## src/rtl/registradores_pkg.sv

```systemverilog
// Core-wide constants shared by the integer datapath.
// Register file geometry and the hardwired-zero register index.
package registradores_pkg;

    localparam int XLEN       = 32;
    localparam int REG_ADDR_W = 5;
    localparam int NUM_REGS   = 2 ** REG_ADDR_W;

    localparam logic [REG_ADDR_W-1:0] ZERO_REG = 5'd0;

endpackage

```

## src/rtl/registradores.sv

```systemverilog
// Integer register file: 32 x XLEN, two async read ports, one sync write.
// x0 has no storage and always reads zero.
module registradores
    import registradores_pkg::*;
#(
    parameter int DATA_WIDTH = XLEN,
    parameter int ADDR_WIDTH = REG_ADDR_W
) (
    input  logic                  clk,
    input  logic                  rst,
    input  logic [ADDR_WIDTH-1:0] rs1,
    input  logic [ADDR_WIDTH-1:0] rs2,
    input  logic [ADDR_WIDTH-1:0] rd,
    input  logic [DATA_WIDTH-1:0] write_data,
    input  logic                  wr,
    output logic [DATA_WIDTH-1:0] read1,
    output logic [DATA_WIDTH-1:0] read2
);

    localparam int                    LAST = 2 ** ADDR_WIDTH - 1;
    localparam logic [ADDR_WIDTH-1:0] ZERO = ADDR_WIDTH'(ZERO_REG);

    logic [DATA_WIDTH-1:0] regs [1:LAST];

    logic rd_zero;
    logic rs1_zero;
    logic rs2_zero;

    assign rd_zero  = (rd == ZERO);
    assign rs1_zero = (rs1 == ZERO);
    assign rs2_zero = (rs2 == ZERO);

    always_ff @(posedge clk) begin
        if (rst) begin
            for (int i = 1; i <= LAST; i++) begin
                regs[i] <= '0;
            end
        end else if (wr && !rd_zero) begin
            regs[rd] <= write_data;
        end
    end

    // No bypass: a same-cycle write is visible only after the edge.
    assign read1 = rs1_zero ? '0 : regs[rs1];
    assign read2 = rs2_zero ? '0 : regs[rs2];

endmodule

```

## config.mk

```make
export PLATFORM = sky130hd
export DESIGN_NAME = registradores
export DESIGN_NICKNAME = d
export VERILOG_FILES = /design/src/rtl/registradores_pkg.sv /design/src/rtl/registradores.sv
export SDC_FILE = /design/constraint.sdc
export NUM_CORES = 2
export LEC_CHECK = 0
export ABC_AREA = 1
export BUFFER_PORTS_ARGS = -buffer_cell sky130_fd_sc_hd__buf_4
export CAP_MARGIN = 0
export CORE_UTILIZATION = 55
export CTS_CLUSTER_SIZE = 14
export DETAILED_ROUTE_END_ITERATION = 6
export PLACE_DENSITY = 0.73
export SYNTH_ARGS = -nofsm -noshare
export SYNTH_HDL_FRONTEND = slang
export SYNTH_SLANG_ARGS = --single-unit
```

## constraint.sdc

```tcl
create_clock -name clk -period 2.2 [get_ports clk]
set_input_delay 0.33 -clock clk [delete_from_list [all_inputs] [get_ports clk]]
set_output_delay 0.33 -clock clk [all_outputs]
set_load 0.02 [all_outputs]
```

==> metrics.yaml <==
setup_path:
  crit_family: "simple AND/OR/NAND/NOR gates"
  path_common_cell: "nand2_1"
  crit_required_ps: 1870
  cpPeakStageDelay_ps: 240
  crit_slowest_cell: "nand3_1"
  crit_fanout: 23
  setup.worst_path.start_class: "primary input"
  crit_path_end_kind: "output pin"
  worst-setup-path-type: "primary input to output pin"
  crit_arrival_ps: 2140
  path_buf_inv: 5
  path_cells: "buf_12 -> inv_8 -> buf_12 -> buf_4 -> nand2_1 -> nand3_1 -> nand3_1 -> nand2_1 -> nand2_1 -> nand3_1 -> nand2_1 -> nor2_4 -> buf_6"
timing:
  drv_slew: 0
  max_slew_margin_pct: 48.42
  worst_pin_slew_ps: 773.7
  fmax_mhz: 404.4
  rsz0062_at_grt: "yes"
  fin_ws_ps: -272.5
  finalCriticalPeriod_ps: 2473
  hold_viol_final: 0
  setup_viol: 64
  period_share_pct: 112.4
clocking:
  clock-sinks: 1024
  cts_root_buf: "clkbuf_16"
  clk_path_buf_depth: 3
  cts_tree: "built"
  numCtsBuffers: 109
  htree_levels: 3
  clk_pin_slew_ps: 60
layout:
  layout.nets: 7545
  post_route_cells_drive_above_1_share_pct: 17.35
  top_register: "regs"
  reg_top3: "regs (1024)"
  syn2layout_area_growth_pct: 23.09
  largest_reg_flops: 1024
yosys:
  avgSynthCellArea_sq_um: 7.795
  async_flop_share_pct: 0
  synth_commonest_cells: "nand2_1, nor2_1, edfxtp_1"
  synth-seq-cells: 1024
  synthMuxAreaShare_pct: 0
  postSynthCellCount: 7249
  synth-xor-area-share_pct: 0
  synthAdderAreaFrac_pct: 0
  synth-edff-count: 1024
  synth_compound_area_share_pct: 5.257
  synth_top_area_cell: "edfxtp_1"
  yosys.area.top_type_share_pct: 54.42
  synth-simple-area-share_pct: 34.52
  yosys_warnings: 0
  yosys.cell_count.top_type: "nand2_1"
  synth.area.top_cells: "edfxtp_1, nand2_1, nor2_1"
  ys_seq_area_share_pct: 54.42
  synth.distinct_cells: 21
  synth_top_family_by_area: "simple AND/OR/NAND/NOR gates"
  synth_area_sq_um: 56510
  synth-main-ff-cell: "edfxtp_1"
floorplanning:
  die_x_um: 322.5
  fp-row-count: 117
  io_pins: 114
  die_h_um: 322.5
  core_sq_um: 101700
  dieArea_sq_um: 104000
  start_util_pct: 55.54
grt:
  grt.overflow.total: 0
  grt_max_degree: 55
  grtUsageTotal_pct: 42.87
  grt_pass1_wl_mm: 329.0
  antenna_found_initial: 1
  grt_pass1_vias: 53630
pwr:
  power.switching_uw: 14230
  p_int_uw: 35770
  swShare_pct: 28.46
  p_seq_share_pct: 46.3
  power_density_nw_per_um2: 718.9
  clock_power_share_pct: 36.1
  design_power_total_uw: 50000
  combPwrFrac_pct: 17.5
  vdd_drop_max_mv: 0.7721
  p_leak_uw: 0.02904
job:
  cap_violations: 0
route:
  finalWirelength_mm: 228.7
  via_count: 56918
  drtIter0Drc: 10116
  drc: 0
  firstDrtPassIters: 7
  antenna_left: 0
  routedWlPerCell_um: 25.54
  drt-vias-per-instance: 6.359
placed_design:
  routabilityCongestion: 0.9765
  place_hpwl_mm: 140.6
  place_ws_ps: -324.9
  port_buffers: 113
status:
  violations: "negative setup slack"
  status: "finished with violations"
worst_hold_path:
  min_path_type: "primary input to register"
-- stage by stage --
stage | setup TNS [ps] | util, % | cells | instance area, sq um | hold WS (ps)
6_report | -8391 | 68.36 | 8951 | 69550 | 351.6
5_1_grt | -12280 | 68.36 | 8949 | 69550 | 357.2
4_1_cts | -7163 | 67.39 | 8937 | 68560 | 329.0
3_5_place_dp | -7792 | 62.14 | 8703 | 63220 | 519.4
3_3_place_gp | -7725 | 62.14 | 8703 | 63220 | 517.5
2_1_floorplan | -2200 | - | 7280 | 56670 | 428.9
-- kinds of logic (layout without fill, tap and decap cells) --
group / after synthesis / in the layout
other: 1 / 34
DFF: 1024 / 1024
buffers and inverters: 780 / 1081
and+or+nand+nor: 4862 / 4862
AOI/OAI and AO/OA: 582 / 582
-- area by class of cell --
| cell class | instances | area, sq um |
|---|---|---|
| Antenna cell | 2 | 5.005 |
| Clock buffer | 126 | 2834 |
| Clock inverter | 71 | 559.3 |
| Fill cell | 7868 | 32190 |
| Inverter | 154 | 633.1 |
| Multi-Input combinational cell | 5476 | 24650 |
| Sequential cell | 1024 | 30750 |
| Tap cell | 1368 | 1712 |
| Timing Repair Buffer | 730 | 8409 |
-- what timing repair did --
item | CTS | global route
cloned | 3 | 5
pin swaps | 313 | 223
endpoints found under the setup margin | 64 | 64
gates resized for setup | 470 | 251
hold buffers | 32 | 0
hold endpoints to repair | 32 | 0
buffers inserted | 12 | 10
-- layer usage --
layer,part of all wire (%),up-vias,GRT usage [%]
met5,0.0057,-,0
met3,15,1191,10.28
li1,-,24272,-
met2,43,5145,64.85
met1,33,26308,53.93
met4,8.5,2,31.08
-- cell usage in the layout, fill, tap and decap left out, drive strengths merged, types with 23 or more instances in the layout --
cell / netlist / routed
nand2: 2081 / 2081
inv: 153 / 154
nor2: 1788 / 1788
o211ai: 23 / 23
o21ai: 436 / 436
nand3: 983 / 983
buf: 298 / 690
clkinv: 1 / 57
edfxtp: 1024 / 1024
clkbuf: 328 / 131
a21oi: 123 / 123
dlygate4sd3: 0 / 32
conb: 1 / 32
-- path summary, 6_finish.rpt --
path / start / depth (start not counted) / end
max: rs1[0] / 13 / read1[4]
min: write_data[10] / 2 / regs[0][10]$_DFFE_PP_
-- power by group through the flow --
stage	clock, uW	sequential (uW)	combinational (uW)
global placement	0	23500	7400
global route	18700	23300	9140
finish	18100	23200	8760
CTS	18000	23100	8150
detailed placement	0	23500	7510
floorplan	0	23300	4060
Note: power is estimated with default switching activity, not from simulation.
